**src/rtl/cricket_pkg.sv**
```systemverilog
// Shared match definitions: outcome codes, per-code scoring, sequencer states and winner codes.
package cricket_pkg;

  localparam logic [3:0] OUT_DOT_A  = 4'd0;
  localparam logic [3:0] OUT_DOT_B  = 4'd1;
  localparam logic [3:0] OUT_SIX    = 4'd10;
  localparam logic [3:0] OUT_WKT_A  = 4'd11;
  localparam logic [3:0] OUT_WKT_B  = 4'd12;
  localparam logic [3:0] OUT_WIDE   = 4'd13;
  localparam logic [3:0] OUT_NOBALL = 4'd14;
  localparam logic [3:0] OUT_DOT_C  = 4'd15;

  typedef enum logic [1:0] {
    INN1  = 2'd0,
    BREAK = 2'd1,
    INN2  = 2'd2,
    DONE  = 2'd3
  } state_t;

  localparam logic [1:0] WIN_NONE  = 2'b00;
  localparam logic [1:0] WIN_TEAM1 = 2'b01;
  localparam logic [1:0] WIN_TEAM2 = 2'b10;
  localparam logic [1:0] WIN_TIE   = 2'b11;

  function automatic logic [2:0] runs_for_code(input logic [3:0] code);
    logic [2:0] r;
    r = 3'd0;
    case (code)
      4'd2, 4'd3, 4'd4:       r = 3'd1;
      4'd5, 4'd6:             r = 3'd2;
      4'd7:                   r = 3'd3;
      4'd8, 4'd9:             r = 3'd4;
      OUT_SIX:                r = 3'd6;
      OUT_WIDE, OUT_NOBALL:   r = 3'd1;
      default:                r = 3'd0;
    endcase
    return r;
  endfunction

  function automatic logic is_wicket_code(input logic [3:0] code);
    return (code == OUT_WKT_A) || (code == OUT_WKT_B);
  endfunction

  function automatic logic is_legal_code(input logic [3:0] code);
    return (code != OUT_WIDE) && (code != OUT_NOBALL);
  endfunction

endpackage

```
**src/rtl/bowl_edge_detect.sv**
```systemverilog
// Two-flop synchroniser for an asynchronous button level, followed by a one-cycle rising-edge pulse.
module bowl_edge_detect (
  input  logic clk,
  input  logic reset,
  input  logic btn,
  output logic rise
);

  logic sync1;
  logic sync2;
  logic prev;

  always_ff @(posedge clk) begin
    if (reset) begin
      sync1 <= 1'b0;
      sync2 <= 1'b0;
      prev  <= 1'b0;
    end else begin
      sync1 <= btn;
      sync2 <= sync1;
      prev  <= sync2;
    end
  end

  assign rise = sync2 & ~prev;

endmodule

```
**src/rtl/innings_sequencer.sv**
```systemverilog
// Match-flow master: bowl presses become delivery pulses, scores are tallied, innings are sequenced.
// Optional build macro FREE_HIT_EN: a no-ball arms a free hit that turns the next legal wicket into a dot.
module innings_sequencer
  import cricket_pkg::*;
#(
  parameter int BALLS_PER_INNING = 12,
  parameter int WICKETS_PER_SIDE = 3,
  parameter int RUN_W            = 8
) (
  input  logic             clk_fpga,
  input  logic             reset,
  input  logic             bowl,
  input  logic [3:0]       lfsr_out,
  output logic             delivery,
  output logic [3:0]       outcome,
  output logic             teamSwitch,
  output logic             inningOver,
  output logic             gameOver,
  output logic [RUN_W-1:0] team1Runs,
  output logic [RUN_W-1:0] team2Runs,
  output logic [3:0]       wickets,
  output logic [1:0]       winner
);

  localparam logic [6:0] BALL_LIM = 7'(BALLS_PER_INNING);
  localparam logic [3:0] WKT_LIM  = 4'(WICKETS_PER_SIDE);

  state_t           state_q;
  state_t           state_d;
  logic [6:0]       ball_cnt;
  logic             rise;
  logic             accept;
  logic             in_innings;
  logic             legal;
  logic             wkt;
  logic [2:0]       add_runs;
  logic [RUN_W-1:0] bat_runs_n;
  logic [RUN_W-1:0] runs2_n;
  logic [3:0]       wk_n;
  logic [6:0]       balls_n;
  logic             innings_end;

  function automatic logic [RUN_W-1:0] sat_runs(input logic [RUN_W-1:0] r,
                                                input logic [2:0]       a);
    logic [RUN_W:0] s;
    s = {1'b0, r} + (RUN_W+1)'(a);
    return s[RUN_W] ? {RUN_W{1'b1}} : s[RUN_W-1:0];
  endfunction

  function automatic logic [3:0] sat_wkt(input logic [3:0] w, input logic inc);
    logic [3:0] r;
    r = w;
    if (inc && (w < WKT_LIM)) r = w + 4'd1;
    return r;
  endfunction

  bowl_edge_detect u_bowl_edge (
    .clk   (clk_fpga),
    .reset (reset),
    .btn   (bowl),
    .rise  (rise)
  );

  assign in_innings = (state_q == INN1) || (state_q == INN2);
  assign accept     = rise && !delivery && (state_q != DONE);

`ifdef FREE_HIT_EN
  logic free_hit;

  // Free hit survives wides, is consumed by the next legal ball, and never crosses an innings.
  always_ff @(posedge clk_fpga) begin
    if (reset) begin
      free_hit <= 1'b0;
    end else if ((delivery && innings_end) || (state_q == BREAK && accept)) begin
      free_hit <= 1'b0;
    end else if (delivery) begin
      if (outcome == OUT_NOBALL) free_hit <= 1'b1;
      else if (legal)            free_hit <= 1'b0;
    end
  end

  assign wkt = is_wicket_code(outcome) && !free_hit;
`else
  assign wkt = is_wicket_code(outcome);
`endif

  // Post-update score view used both for the counters and the end-of-innings decision.
  always_comb begin
    add_runs    = runs_for_code(outcome);
    legal       = is_legal_code(outcome);
    bat_runs_n  = sat_runs((state_q == INN2) ? team2Runs : team1Runs, add_runs);
    runs2_n     = (state_q == INN2) ? bat_runs_n : team2Runs;
    wk_n        = sat_wkt(wickets, wkt);
    balls_n     = ball_cnt + 7'(legal);
    innings_end = (balls_n == BALL_LIM) || (wk_n == WKT_LIM) ||
                  ((state_q == INN2) && (runs2_n > team1Runs));
  end

  always_comb begin
    state_d = state_q;
    case (state_q)
      INN1:    if (delivery && innings_end) state_d = BREAK;
      BREAK:   if (accept) state_d = INN2;
      INN2:    if (delivery && innings_end) state_d = DONE;
      DONE:    state_d = DONE;
      default: state_d = INN1;
    endcase
  end

  always_ff @(posedge clk_fpga) begin
    if (reset) begin
      state_q   <= INN1;
      delivery  <= 1'b0;
      outcome   <= 4'd0;
      team1Runs <= '0;
      team2Runs <= '0;
      wickets   <= 4'd0;
      ball_cnt  <= 7'd0;
    end else begin
      state_q  <= state_d;
      delivery <= accept && in_innings;
      if (accept && in_innings) outcome <= lfsr_out;
      if (delivery) begin
        if (state_q == INN2) team2Runs <= bat_runs_n;
        else                 team1Runs <= bat_runs_n;
        wickets  <= wk_n;
        ball_cnt <= balls_n;
      end else if (state_q == BREAK && accept) begin
        wickets  <= 4'd0;
        ball_cnt <= 7'd0;
      end
    end
  end

  assign teamSwitch = (state_q == INN2) || (state_q == DONE);
  assign inningOver = (state_q == BREAK) || (state_q == DONE);
  assign gameOver   = (state_q == DONE);

  always_comb begin
    winner = WIN_NONE;
    if (state_q == DONE) begin
      if (team2Runs > team1Runs)      winner = WIN_TEAM2;
      else if (team1Runs > team2Runs) winner = WIN_TEAM1;
      else                            winner = WIN_TIE;
    end
  end

endmodule

```
**config.mk**
```make
export PLATFORM = sky130hd
export DESIGN_NAME = innings_sequencer
export DESIGN_NICKNAME = d
export VERILOG_FILES = /design/src/rtl/cricket_pkg.sv /design/src/rtl/bowl_edge_detect.sv /design/src/rtl/innings_sequencer.sv
export SDC_FILE = /design/constraint.sdc
export NUM_CORES = 1
export LEC_CHECK = 0
export ABC_AREA = 0
export ABC_CLOCK_PERIOD_IN_PS = 4000
export CAP_MARGIN = 20
export CORE_ASPECT_RATIO = 0.8
export CORE_MARGIN = 4
export CORE_UTILIZATION = 40
export CTS_BUF_LIST = sky130_fd_sc_hd__clkbuf_2
export DETAILED_ROUTE_END_ITERATION = 10
export PLACE_DENSITY = 0.68
export SYNTH_ARGS = -nofsm -noshare
export SYNTH_HDL_FRONTEND = slang
export SYNTH_SLANG_ARGS = --single-unit
```
**constraint.sdc**
```tcl
create_clock -name clk_fpga -period 4 [get_ports clk_fpga]
set_clock_uncertainty 0.2 [all_clocks]
set_input_delay 0.6 -clock clk_fpga [delete_from_list [all_inputs] [get_ports clk_fpga]]
set_output_delay 0.6 -clock clk_fpga [all_outputs]
set_load 0.05 [all_outputs]
```
* Word level (Yosys, flattened, before mapping)
Memories as Yosys holds them, arrays and structs flattened. A register that Yosys moved wholly into a read port is not among the register bits. Index checks and enable logic that the tools add are counted. W data, S select, Z words.
Cells by class: equality and inequality tests 13, mux-type cells 17, bitwise operators 3, magnitude comparators 4, add/subtract/negate cells 3, reductions and logical operators 19
Operator list (number):
- $gt A8 B8 Y1 | 3
- $mux W8 | 3
- $mux W4 | 5
- $mux W7 | 2
- $mux W2 | 6
- $add A8 B3 Y9 | 1
- $eq A4 B4 Y1 const B | 2
- $logic_and A1 B1 Y1 | 8
- $ne A4 B4 Y1 const B | 2
- $pmux W2 S4 | 1
- $add A7 B1 Y7 | 1
- $eq A7 B4 Y1 const B | 1
- $logic_or A1 B1 Y1 | 6
- $add A4 B1 Y4 const B | 1
- $eq A2 B2 Y1 const B | 2
- $eq A4 B2 Y1 const B | 1
- $lt A4 B2 Y1 const B | 1
- $ne A2 B1 Y1 const B | 2
- $ne A2 B2 Y1 const B | 2
- $reduce_and A3 Y1 | 1
- $eq A2 B1 Y1 const B | 1
- $logic_not A2 Y1 | 1
- $not A1 Y1 | 2
- $reduce_and A2 Y1 | 1
- 3 further kinds | 3
Storage, ports and cells: logic and storage cells 70, memories kept 1, output and inout port bits 30, ROM bits 48, register bits 37
Memories:
- (name not given) | depth 16, bits a word 3, read ports 1, clocked after memory_dff 1, write ports 0, RTL line cricket_pkg.sv:28 | case (code)

* Logic depth before layout (Yosys ltp)
depth in word-level cells 11, gate-level depth with buffers 20, depth with buffers taken out 17

* Hierarchy
Synthesis repeated with hierarchy kept, for this count alone.
Unflattened totals: cell total of the unflattened synthesis 325, area total of the unflattened synthesis 2682.6 um2
Modules (own cells, without submodules):
- innings_sequencer | cells an instance 318, area each 2595.0 um2, seq. area each 740.7 um2, instances 1
- bowl_edge_detect | cells an instance 7, area each 87.6 um2, seq. area each 60.1 um2, instances 1

* Least setup slack after synthesis
No wires, ideal clock.
path type register to register, start point register state_q[0], end point register state_q[0], cell stages (with the launch flop) 21, path slack 0.019 ns, arrival time 3.643 ns, buffers on the path 3, required time 3.663 ns, library setup time 0.137 ns, period minus slack after synthesis 3.981 ns, cells stage by stage dfxtp_1 > buf_6 > and2b_1 > clkbuf_1 > nand2_1 > o21ai_0 > ha_1 > inv_1 > fa_1 > inv_1 > a21oi_1 > nor4_4 > buf_4 > nor3_1 > a211oi_1 > ha_1 > a21o_1 > nand3_1 > nand2_1 > o311ai_0 > nand4_1
On the way: word-level cells in the longest chain between the ends 11, elaborated cells on any way between the ends 19, classes of those cells add/sub: 1; order compare: 1; eq/ne: 7; mux: 4; reduce/logical: 6
RTL lines:
- from (decl) | RTL line innings_sequencer.sv:28 | state_t state_q;
- from (signal assigned) | RTL line innings_sequencer.sv:120 | state_q <= state_d;
- $eq A2 B2 Y1 * | RTL line innings_sequencer.sv:91, innings_sequencer.sv:92
- $mux W8 | RTL line innings_sequencer.sv:91 | bat_runs_n = sat_runs((state_q == INN2) ? team2Runs : team1Runs, add_runs);
- $add A8 B3 Y9 | RTL line innings_sequencer.sv:46 | s = {1'b0, r} + (RUN_W+1)'(a);
- $mux W8 | RTL line innings_sequencer.sv:47 | return s[RUN_W] ? {RUN_W{1'b1}} : s[RUN_W-1:0];
- $mux W8 *
- named net runs2_n[5] | RTL line innings_sequencer.sv:38 | logic [RUN_W-1:0] runs2_n;
- $gt A8 B8 Y1 * | RTL line innings_sequencer.sv:96 | ((state_q == INN2) && (runs2_n > team1Runs));
- $logic_and A1 B1 Y1 * | RTL line innings_sequencer.sv:96
- $logic_or A1 B1 Y1 * | RTL line innings_sequencer.sv:95 | innings_end = (balls_n == BALL_LIM) || (wk_n == WKT_LIM) ||
- $logic_and A1 B1 Y1 * | RTL line innings_sequencer.sv:102, innings_sequencer.sv:104
- $ne A2 B1 Y1 (no source line)
- $reduce_and A3 Y1 (no source line) *
The timed path passes the listed nets; every way through them passes the cells marked *. A chain may end at the register's enable or synchronous reset.

* Worst setup path after layout
Same ends and word-level chain as after synthesis.

==> metrics.md <==
| Metric | Value |
|---|---|
| Status | `finished, final reports clean` |
| Core area | `around 6400 um^2` |
| Slew of the pin with the lowest slew margin | `between 700 and 800 ps` |
| Largest net degree at the start of global routing | `26` |
| Routed WL per cell | `roughly 15 um` |
| Share of cells above drive strength 1 | `0.0799` |
| Clock-pin slew on the worst setup and hold paths | `230 ps` |
| Worst EP required | `4120 ps` |
| I/O Pins | `37` |
| Main area contributors after synthesis | `dfxtp_1 (30%), ha_1 (12%), nor2_1 (4.5%)` |
| Diodes inserted | `0` |
| H-tree levels | `2` |
| GP Congestion | `roughly 0.91` |
| Sw Share | `0.267` |
| Die width | `roughly 99 um` |
| Sequential-to-total area share from yosys stat | `0.303` |
| WL final | `6650 um` |
| DRC viols | `0` |
| Internal power | `about 0.54 mW` |
| Synth cell types | `52` |
| Initial Util | `0.413` |
| Clk pwr share | `0.352` |
| Total number of vias | `~2.5k` |
| Sw Pwr | `between 0.15 and 0.2 mW` |
| Critical path class | `reg2reg` |
| Commonest cells in the netlist | `dfxtp_1 (40), nor2_1 (32), nand2_1 (29)` |
| Finished Layout Cells | `447` |
| Total Nets Final | `between 300 and 400` |
| Setup violators final | `0` |
| Drt pass-1 iters | `4` |
| Leak | `1.18 nW` |
| Unrepaired setup endpoints after global routing | `false` |
| Number of synthesized register bits | `40` |
| Vias/cell | `about 5.5` |
| CTS tree | `built` |
| Max-slew headroom | `0.529` |
| Footprint of the multi-input gates | `about 1700 um^2` |
| Crit end category | `register` |
| Period utilisation layout | `0.921` |
| Post-route setup slack | `between 300 and 400 ps` |
| CTS root buffer | `clkbuf_2` |
| Max-slew violations | `0` |
| Post-synth EDFFs | `0` |
| Global-route wire length before repair | `around 11,000 um` |
| DRT iter0 DRCs | `147` |
| Row Count | `26` |
| Fill count | `~600` |
| Worst hold path type | `reg2reg` |
| Number of global-route vias before repair | `2,278` |
| Average size of a mapped cell | `between 8 and 9 um^2` |
| Syn. warnings | `0` |
| Async S/R FF share, synth | `0` |
| Delay of the slowest critical-path stage | `400 ps` |
| Largest area contributor in the netlist | `dfxtp_1` |
| Buf/Inv on CP | `3` |
| FF/Latch Area | `801 um^2` |
| Startpoint Class | `register` |
| Total negative slack | `0 ps` |
| Cell Pwr Density | `231 nW/um^2` |
| Max Root-Sink Buffers | `2` |
| ANT nets after route | `0` |
| Grt ovf | `0` |
| Setup WS pre-CTS | `~140 ps` |
| Cell count after synthesis | `roughly 330` |
| Tmin final | `between 3000 and 4000 ps` |
| Die Height | `around 80 um` |
| Critical path, cell by cell | `and2b_2, o21ai_0, ha_1, inv_1, fa_1, inv_1, a21oi_1, buf_4, nor3_2, mux2_2, ha_1, nand3_1, nand2_1, o311ai_1, nand4_1` |
| Initial antenna violation count | `0` |
| Worst Path Max Fanout | `10` |
| Total track usage | `0.173` |
| Sequential Power Share | `0.559` |
| Worst EP arrival | `about 3800 ps` |
| Finished Cell Area | `between 3000 and 4000 um^2` |
| Hpwl dp | `about 5100 um` |
| Fin util | `0.497` |
| Clk Latency, worst-skew pair | `roughly 400 ps` |
| Crit-path slowest cell | `fa_1` |
| Syn nets | `360` |
| Worst hold slack | `roughly 280 ps` |
| Placed Cells | `approximately 440` |
| Peak VDD IR | `0.139 mV` |
| Final hold viol count | `0` |
| Post-synth top flop | `dfxtp_1` |
| IO buf count | `36` |
| CTS buffer count | `5` |
| Max-cap violations | `0` |
| Yosys top cell area share | `0.303` |
| Dpl cell area | `3090 um^2` |
| Fmax | `roughly 270 MHz` |
| Die ar. | `about 8000 um^2` |
| # hold bufs at CTS | `0` |
| Comb pwr share | `0.088` |
| Area Overhead vs Synth | `20.3%` |
| Clock sinks | `40` |
| Crit-path leading delay family | `adder cells` |
| Count leader, synth | `dfxtp_1` |
| Total power draw | `around 0.74 mW` |
| Mapped cell area | `about 2600 um^2` |
power by group through the flow:
stage               Clock, mW  Combinational (mW)  Sequential [mW]
floorplan                   0              0.0348            0.425
global route            0.282              0.0719            0.413
finish                  0.259              0.0650            0.411
global placement            0              0.0645            0.419
detailed placement          0              0.0647            0.419
CTS                     0.265              0.0652            0.411
state kept, by name (all words and copies together), names as in the netlist:
| signal | cells |
|---|---|
| delivery | 1 |
| u_bowl_edge.prev | 1 |
| team2Runs | 8 |
| state_q | 2 |
| outcome | 4 |
| wickets | 4 |
| ball_cnt | 7 |
| u_bowl_edge.sync1 | 1 |
| u_bowl_edge.sync2 | 1 |
| add_runs | 3 |
| team1Runs | 8 |
path summary, 6_finish.rpt:
| path | startpoint | to | slack, ps | cells past startpoint |
|---|---|---|---|---|
| worst min register to register | u_bowl_edge.sync1$_SDFF_PP0_ | u_bowl_edge.sync2$_SDFF_PP0_ | 280 | 1 |
| worst min-delay path | u_bowl_edge.sync1$_SDFF_PP0_ | u_bowl_edge.sync2$_SDFF_PP0_ | 280 | 1 |
| worst max-delay path | state_q[0]$_SDFFE_PP0P_ | state_q[0]$_SDFFE_PP0P_ | 320 | 15 |
| worst max register to register | state_q[0]$_SDFFE_PP0P_ | state_q[0]$_SDFFE_PP0P_ | 320 | 15 |
logic make-up (layout without fill, tap and decap cells):
logic type	Yosys count	in the layout	synth area share
compound gates	78	78	0.198
xor+xnor	10	10	0.0331
fa+ha+maj	26	26	0.126
buf+inv	41	77	0.0634
flops	40	40	0.303
mux	5	5	0.0199
simple gates	127	127	0.258
area by class of cell:
cell class	count	area share
clock buffer	5	0.00786
sequential	40	0.252
inverter	24	0.0283
clock inverter	3	0.0149
multi-input combinational	246	0.529
timing repair buffer	45	0.135
tap	84	0.0330
worst register-to-register path: stages, from the launching register on:
cell and delay [ps]:
dfxtp_1 380, and2b_2 280, o21ai_0 200, ha_1 200
inv_1 50, fa_1 400, inv_1 70, a21oi_1 140
buf_4 200, nor3_2 240, mux2_2 370, ha_1 290
nand3_1 90, nand2_1 60, o311ai_1 290, nand4_1 150
layout by cell type, fill, tap and decap left out, drive strengths merged, types with 9 or more instances in the layout:
cell	n
a211oi	12
nor3	14
ha	25
nand2	29
clkdlybuf4s50	35
o21ai	10
buf	9
a21oi	21
nor2	32
inv	24
dfxtp	40
nand3	11
routing by layer:
metal | GRT usage | vias to the layer above | wire, um
li1 | - | 1243 | -
met1 | 0.244 | 1139 | 3250
met2 | 0.269 | 69 | 2900
met3 | 0.0361 | 12 | 417
met4 | 0.0464 | 0 | 85
met5 | 0 | - | 0
what timing repair did:
action / CTS / global route
buffers inserted: 0 / 1
gates resized for setup: 0 / 4
endpoints found under the setup margin: 0 / 2
Power figures use the tool's default switching activity.
